==> src/rtl/sobel_pkg.sv <==
// Shared constants, packer FSM states and byte-slot ordering for the Sobel
// custom-instruction datapath (packer and line-buffer engine).
package sobel_pkg;

  localparam int unsigned PIX_W          = 8;
  localparam int unsigned PIX_PER_WORD   = 8;
  localparam int unsigned MAX_LINE_WIDTH = 64;
  localparam int unsigned COL_IDX_W      = 7;
  localparam int unsigned WORD_W         = PIX_W * PIX_PER_WORD;
  localparam int unsigned HALF_W         = WORD_W / 2;
  localparam int unsigned SLOT_W         = $clog2(PIX_PER_WORD);

  typedef enum logic {
    S_FILL,
    S_WAIT
  } pack_state_e;

  // Pixel 0 sits in the least-significant byte; the engine unpacks with slot_lsb() too.
  localparam bit SLOT_LSB_FIRST = 1'b1;

  function automatic int unsigned slot_lsb(input logic [SLOT_W-1:0] slot);
    int unsigned s;
    s = 32'(slot);
    if (SLOT_LSB_FIRST) return s * PIX_W;
    return (PIX_PER_WORD - 1 - s) * PIX_W;
  endfunction

endpackage

==> src/rtl/sobel_pack_word_buf.sv <==
// Output word register of the Sobel pixel packer: data plus column/line/frame
// tags behind a valid/ready handshake.
module sobel_pack_word_buf
  import sobel_pkg::*;
(
  input  logic                 clk,
  input  logic                 reset_n,
  input  logic                 i_load,
  input  logic [WORD_W-1:0]    i_data,
  input  logic [COL_IDX_W-1:0] i_col,
  input  logic                 i_sol,
  input  logic                 i_eol,
  input  logic                 i_eof,
  input  logic                 i_ready,
  output logic                 o_valid,
  output logic [HALF_W-1:0]    o_dataa,
  output logic [HALF_W-1:0]    o_datab,
  output logic [COL_IDX_W-1:0] o_col,
  output logic                 o_sol,
  output logic                 o_eol,
  output logic                 o_eof
);

  logic                 r_valid;
  logic [HALF_W-1:0]    r_dataa;
  logic [HALF_W-1:0]    r_datab;
  logic [COL_IDX_W-1:0] r_col;
  logic                 r_sol;
  logic                 r_eol;
  logic                 r_eof;

  always_ff @(posedge clk) begin
    if (!reset_n) begin
      r_valid <= 1'b0;
      r_dataa <= '0;
      r_datab <= '0;
      r_col   <= '0;
      r_sol   <= 1'b0;
      r_eol   <= 1'b0;
      r_eof   <= 1'b0;
    end else if (i_load) begin
      r_valid <= 1'b1;
      r_dataa <= i_data[HALF_W-1:0];
      r_datab <= i_data[WORD_W-1:HALF_W];
      r_col   <= i_col;
      r_sol   <= i_sol;
      r_eol   <= i_eol;
      r_eof   <= i_eof;
    end else if (r_valid && i_ready) begin
      r_valid <= 1'b0;
    end
  end

  assign o_valid = r_valid;
  assign o_dataa = r_dataa;
  assign o_datab = r_datab;
  assign o_col   = r_col;
  assign o_sol   = r_sol;
  assign o_eol   = r_eol;
  assign o_eof   = r_eof;

endmodule

==> src/rtl/sobel_pixel_packer.sv <==
// Packs a byte-serial pixel stream into tagged 64-bit dataa/datab words.
// Optional SOBEL_PACK_STATS_EN adds frame_count and drop_count outputs.
module sobel_pixel_packer
  import sobel_pkg::*;
#(
  parameter int unsigned LINE_WIDTH = 64,
  parameter int unsigned NUM_LINES  = 64
)(
  input  logic                 clk,
  input  logic                 reset_n,
  input  logic                 frame_start,
  input  logic [PIX_W-1:0]     pix_in,
  input  logic                 pix_valid,
  output logic                 pix_ready,
  output logic [HALF_W-1:0]    dataa,
  output logic [HALF_W-1:0]    datab,
  output logic                 word_valid,
  input  logic                 word_ready,
  output logic [COL_IDX_W-1:0] col_index,
  output logic                 sol,
  output logic                 eol,
  output logic                 eof
`ifdef SOBEL_PACK_STATS_EN
  ,
  output logic [15:0]          frame_count,
  output logic [15:0]          drop_count
`endif
);

  localparam int unsigned WORDS_PER_LINE = LINE_WIDTH / PIX_PER_WORD;
  localparam int unsigned WCOL_W         = $clog2(MAX_LINE_WIDTH / PIX_PER_WORD);
  localparam int unsigned LINE_W         = $clog2(NUM_LINES);

  if ((LINE_WIDTH % PIX_PER_WORD) != 0 || LINE_WIDTH == 0 || LINE_WIDTH > MAX_LINE_WIDTH) begin : g_bad_width
    $error("sobel_pixel_packer: LINE_WIDTH must be a nonzero multiple of 8 not above 64");
  end
  if (NUM_LINES < 3) begin : g_bad_lines
    $error("sobel_pixel_packer: NUM_LINES must be at least 3");
  end

  pack_state_e         r_state;
  pack_state_e         w_state_nxt;
  logic [SLOT_W-1:0]   r_byte_cnt;
  logic [SLOT_W-1:0]   w_byte_cnt_nxt;
  logic [SLOT_W-1:0]   w_slot;
  logic [WORD_W-1:0]   r_asm;
  logic [WORD_W-1:0]   w_asm_nxt;
  logic [WORD_W-1:0]   w_load_data;
  logic [WCOL_W-1:0]   r_word_col;
  logic [LINE_W-1:0]   r_line_cnt;
  logic                r_run;
  logic                w_pix_xfer;
  logic                w_word_xfer;
  logic                w_buf_free;
  logic                w_load;
  logic                w_tag_eol;
  logic                w_tag_eof;

  // frame_start opens the input even from S_WAIT so its pixel becomes slot 0.
  assign pix_ready   = r_run && (r_state == S_FILL || frame_start);
  assign w_pix_xfer  = pix_valid && pix_ready;
  assign w_word_xfer = word_valid && word_ready;
  assign w_buf_free  = !word_valid || word_ready;
  assign w_tag_eol   = (r_word_col == WCOL_W'(WORDS_PER_LINE - 1));
  assign w_tag_eof   = w_tag_eol && (r_line_cnt == LINE_W'(NUM_LINES - 1));

  always_comb begin
    w_state_nxt    = r_state;
    w_byte_cnt_nxt = r_byte_cnt;
    w_asm_nxt      = r_asm;
    w_load         = 1'b0;
    w_load_data    = r_asm;
    w_slot         = frame_start ? '0 : r_byte_cnt;

    if (frame_start) begin
      w_state_nxt    = S_FILL;
      w_byte_cnt_nxt = '0;
    end
    if (w_pix_xfer) begin
      for (int unsigned s = 0; s < PIX_PER_WORD; s++) begin
        if (w_slot == SLOT_W'(s)) w_asm_nxt[slot_lsb(SLOT_W'(s)) +: PIX_W] = pix_in;
      end
      w_byte_cnt_nxt = w_slot + SLOT_W'(1);
    end

    if (!frame_start) begin
      case (r_state)
        S_FILL: begin
          if (w_pix_xfer && r_byte_cnt == SLOT_W'(PIX_PER_WORD - 1)) begin
            if (w_buf_free) begin
              w_load      = 1'b1;
              w_load_data = w_asm_nxt;
            end else begin
              w_state_nxt = S_WAIT;
            end
          end
        end
        S_WAIT: begin
          if (w_word_xfer) begin
            w_load      = 1'b1;
            w_state_nxt = S_FILL;
          end
        end
        default: w_state_nxt = S_FILL;
      endcase
    end
  end

  always_ff @(posedge clk) begin
    if (!reset_n) begin
      r_state    <= S_FILL;
      r_byte_cnt <= '0;
      r_asm      <= '0;
      r_word_col <= '0;
      r_line_cnt <= '0;
      r_run      <= 1'b0;
    end else begin
      r_run      <= 1'b1;
      r_state    <= w_state_nxt;
      r_byte_cnt <= w_byte_cnt_nxt;
      r_asm      <= w_asm_nxt;
      if (frame_start) begin
        r_word_col <= '0;
        r_line_cnt <= '0;
      end else if (w_load) begin
        if (w_tag_eol) begin
          r_word_col <= '0;
          r_line_cnt <= w_tag_eof ? '0 : r_line_cnt + LINE_W'(1);
        end else begin
          r_word_col <= r_word_col + WCOL_W'(1);
        end
      end
    end
  end

  sobel_pack_word_buf u_word_buf (
    .clk     (clk),
    .reset_n (reset_n),
    .i_load  (w_load),
    .i_data  (w_load_data),
    .i_col   (COL_IDX_W'({r_word_col, {SLOT_W{1'b0}}})),
    .i_sol   (r_word_col == '0),
    .i_eol   (w_tag_eol),
    .i_eof   (w_tag_eof),
    .i_ready (word_ready),
    .o_valid (word_valid),
    .o_dataa (dataa),
    .o_datab (datab),
    .o_col   (col_index),
    .o_sol   (sol),
    .o_eol   (eol),
    .o_eof   (eof)
  );

`ifdef SOBEL_PACK_STATS_EN
  logic [15:0] r_frame_count;
  logic [15:0] r_drop_count;

  always_ff @(posedge clk) begin
    if (!reset_n) begin
      r_frame_count <= '0;
      r_drop_count  <= '0;
    end else begin
      if (w_word_xfer && eof) r_frame_count <= r_frame_count + 16'd1;
      if (frame_start && (r_byte_cnt != '0 || r_state == S_WAIT) && r_drop_count != '1)
        r_drop_count <= r_drop_count + 16'd1;
    end
  end

  assign frame_count = r_frame_count;
  assign drop_count  = r_drop_count;
`endif

endmodule

==> config.mk <==
export PLATFORM = sky130hd
export DESIGN_NAME = sobel_pixel_packer
export DESIGN_NICKNAME = d
export VERILOG_FILES = /design/src/rtl/sobel_pkg.sv /design/src/rtl/sobel_pack_word_buf.sv /design/src/rtl/sobel_pixel_packer.sv
export SDC_FILE = /design/constraint.sdc
export NUM_CORES = 1
export LEC_CHECK = 0
export CAP_MARGIN = 10
export CORE_AREA = 2 2 124 126
export CTS_BUF_LIST = sky130_fd_sc_hd__clkbuf_4 sky130_fd_sc_hd__clkbuf_8 sky130_fd_sc_hd__clkbuf_16
export DETAILED_ROUTE_END_ITERATION = 6
export DIE_AREA = 0 0 126 128
export PLACE_DENSITY = 0.78
export SYNTH_ARGS = -nofsm -noshare
export SYNTH_HDL_FRONTEND = slang
export SYNTH_SLANG_ARGS = --single-unit
==> constraint.sdc <==
create_clock -name clk -period 2.2 [get_ports clk]
set_input_delay 0.44 -clock clk [delete_from_list [all_inputs] [get_ports clk]]
set_output_delay 0.44 -clock clk [all_outputs]
set_load 0.01 [all_outputs]
==> summary.md <==
| Metric | Value |
|---|---|
| Logic pwr share | under 10% |
| Pwr Density | between 600 and 700 nW/um2 |
| Post-synth EDFFs | 0 |
| Reg clk slew, reported paths | 0.06 ns |
| Vias per cell | ~5.4 |
| Ports | 89 |
| Yosys cell types | 55 |
| CP arrival | between 1.5 and 2 ns |
| Leakage | between 3 and 4 nW |
| Max-cap viol count | 0 |
| Tcrit/Tclk final | 94.40% |
| Total track usage | 19.35% |
| Least-Margin Pin Slew | a little under 0.6 ns |
| Sw Pwr | ~1.2 mW |
| Synth-to-layout area growth | 26.03% |
| Largest family of logic cells by synthesized area | multiplexers |
| Adder-Cell Fraction of Synth Area | less than 1% |
| Switching part of the total power | between 20% and 30% |
| Post-CTS Setup Bufs | 0 |
| CP Buf/Inv Count | 2 |
| Syn_area_per_cell | just over 10 um2 |
| Post-synthesis compound-gate area fraction | between 10% and 20% |
| Worst setup margin | between 0.1 and 0.15 ns |
| Synth area leader | dfxtp_1 |
| DRC Markers | 0 |
| Count of mapped cells out of synthesis | between 600 and 700 |
| Cell family with most CP delay | buffers and inverters |
| Vias in the first global route | approximately 4,700 |
| Htree depth | 4 |
| Initial Util | 44.11% |
| Area of the mapped netlist | about 6600 um2 |
| WP data required | ~1.8 ns |
| Wirelength per Cell | ~16 um |
| Final nets | roughly 750 |
| Root buf cell | clkbuf_16 |
| Die ar. | 16,130 um2 |
| Slew HR | approximately three fifths |
| Row Count | 45 |
| Crit path kind | in2out |
| TritonCTS buffer count | 17 |
| Hold_ws | approximately 0.45 ns |
| Die X | 126 um |
| Clock Sinks | 149 |
| Clk pwr share | 49.4% |
| Clk_skew | 0.006498 ns |
| Flop pwr share | between 40% and 50% |
| Simple-gate portion of the synthesized area | between 10% and 20% |
| CTS Hold Bufs | 0 |
| Pint | 4.561 mW |
| Via count | between 5,000 and 6,000 |
| Die height | around 130 um |
| Peak Freq | roughly 0.48 GHz |
| Worst path slowest cell | clkdlybuf4s50_1 |
| First-pass GRT wire length | between 20,000 and 25,000 um |
| Final ANT Viol Nets | 0 |
| Top post-synthesis cells by area | dfxtp_1 45%, mux2i_1 8.4%, mux2_4 6.2% |
| YS warnings | 0 |
| PortBufs | 84 |
| Core ar. | approximately 15,000 um2 |
| Part of the Yosys area used for sequential elements | a little under half |
| Crit path cell chain | dlygate4sd2_1 > nand2b_4 > and2_1 > clkdlybuf4s50_1 |
| Final Setup Violations | 0 |
| Grt ovf | 0 |
| Total power | between 5 and 6 mW |
| Final wirelength | approximately 15,000 um |
| Post-synth top flop | dfxtp_1 |
| CTS resizes | 1 |
| # diodes | 0 |
| Initial antenna violation count | 0 |
| Share of cells above drive strength 1 | between 10% and 20% |
| Clock latency on the worst-skew pair | approximately 0.42 ns |
| CTS tree | done |
| RSZ-0062 raised after global routing | no |
| Clock buffer depth | 2 |
| Detailed Route Iter0 Violations | around 280 |
| CP Max Fanout | 9 |
| Max incr delay on CP | around 0.52 ns |
| Element type at the critical path end | output pin |
| Final Critical Period | ~2.1 ns |
| Fill cell count | around 1,300 |
| Dpl ws | -0.2112 ns |
| Largest net degree at the start of global routing | between 40 and 50 |
| HPWL Detailed | about 10,000 um |
| Crit start category | primary input |
| Pins over their slew limit | 0 |
| Placer Congestion | slightly above 0.8 |
| Layout Utilization | 55.59% |
| Async SR Flop Fraction | 0% |
| Fin. Hold Viols | 0 |
| Yosys reg bits | between 100 and 150 |
| Synth top area share | a little under half |
| Mux contribution to synthesized area | between 10% and 20% |
| Status | finished clean |
| Max IR drop VDD | about 500 uV |
| Post-synthesis xor/xnor area fraction | less than 1% |
| Drt first pass iters | 4 |
| Hold Crit Class | reg2reg |
-- layout make-up --
cell class,instances,area (um2),area share (%)
clock buffer,22,481.7,5.830
clock inverter,9,102.6,1.242
inverter,2,7.507,0.09085
multi-input combinational,440,3176,38.43
sequential,149,2983,36.10
tap,188,235.2,2.847
timing repair buffer,126,1277,15.46
-- power groups by stage --
| stage | clock [mW] | sequential [mW] | combinational [mW] |
|---|---|---|---|
| global placement | 0 | 2.78 | 0.202 |
| global route | 3.02 | 2.72 | 0.217 |
| detailed placement | 0 | 2.78 | 0.203 |
| finish | 2.85 | 2.72 | 0.203 |
| CTS | 2.90 | 2.72 | 0.203 |
| floorplan | 0 | 2.77 | 0.127 |
-- Yosys cell counts, types with 10 or more instances --
cell	n
o21ai_0	49
a21boi_0	11
buf_4	11
nor2b_1	57
mux2_4	27
a21oi_1	50
o221ai_1	12
dfxtp_1	149
nand2_1	48
nand3_1	38
mux2_2	10
clkbuf_1	33
mux2i_1	55
-- worst paths after layout --
path                                                        from  slack, ns  cells past startpoint                                  end
worst min-delay path            u_word_buf.o_col[4]$_SDFFE_PN0P_       0.45                      2     u_word_buf.o_col[4]$_SDFFE_PN0P_
worst max register to register          r_byte_cnt[0]$_SDFF_PN0_       0.31                      7  u_word_buf.o_dataa[24]$_SDFFE_PN0P_
worst min register to register  u_word_buf.o_col[4]$_SDFFE_PN0P_       0.45                      2     u_word_buf.o_col[4]$_SDFFE_PN0P_
worst max-delay path                                 frame_start       0.12                      4                            pix_ready
-- state kept, by name, indices dropped and copies added, names as in the netlist --
| name | cells |
|---|---|
| u_word_buf.o_valid | 1 |
| u_word_buf.o_dataa | 32 |
| u_word_buf.o_datab | 32 |
| r_word_col | 3 |
| u_word_buf.o_sol | 1 |
| r_line_cnt | 6 |
| r_byte_cnt | 3 |
| r_state | 1 |
| u_word_buf.o_eof | 1 |
| r_run | 1 |
| u_word_buf.o_eol | 1 |
| r_asm | 64 |
| u_word_buf.o_col | 3 |
-- layer usage --
metal	global-route usage (%)	wire length [um]	share of wire (%)
met4	6.012	204	1.3
met2	31.63	7226	47
met1	24.48	6996	45
met5	0	0	0
met3	6.177	989	6.4
-- cells in the final DEF, fill, tap and decap left out, drive strengths merged, types with 2 or more instances in the layout --
cell | netlist | routed
nand3 | 40 | 40
and2 | 5 | 5
dfxtp | 149 | 149
ha | 5 | 5
inv | 2 | 2
clkdlybuf4s50 | 0 | 82
nand4 | 4 | 4
bufinv | 0 | 2
and4b | 2 | 2
nand2 | 48 | 48
a32o | 2 | 2
nor2 | 8 | 8
nor2b | 57 | 57
mux2i | 55 | 55
o21ai | 55 | 55
conb | 1 | 4
a31o | 3 | 3
mux2 | 40 | 40
or3 | 3 | 3
o221ai | 12 | 12
nor3 | 2 | 2
clkinvlp | 0 | 3
and3 | 2 | 2
o22ai | 2 | 2
o211a | 8 | 8
buf | 30 | 43
clkbuf | 34 | 22
clkinv | 0 | 4
a21oi | 50 | 50
a21boi | 11 | 11
nand3b | 3 | 3
nand4b | 5 | 5
nand2b | 3 | 3
-- through the flow --
stage	std cells	setup TNS (ns)	instance area, um2
floorplan	655	0	6568
global placement	905	-7.804	7680
detailed placement	905	-9.244	7680
CTS	936	0	8263
global route	936	0	8263
finish	936	0	8263
-- logic make-up after synthesis --
family | count (synthesis)
DFF | 149
buffers and inverters | 66
adders and majority gates | 5
xor gates and xnor gates | 1
AOI/OAI and AO/OA | 147
other | 1
and+or+nand+nor | 188
muxes | 95
-- worst register-to-register path, stage by stage (launching register included) --
cell	delay [ns]
dfxtp_1	0.49
nor2b_1	0.20
and2_1	0.14
ha_1	0.13
and3_1	0.17
buf_4	0.21
mux2i_1	0.30
a21oi_1	0.12
No activity file was read; power rests on OpenSTA's default activity.
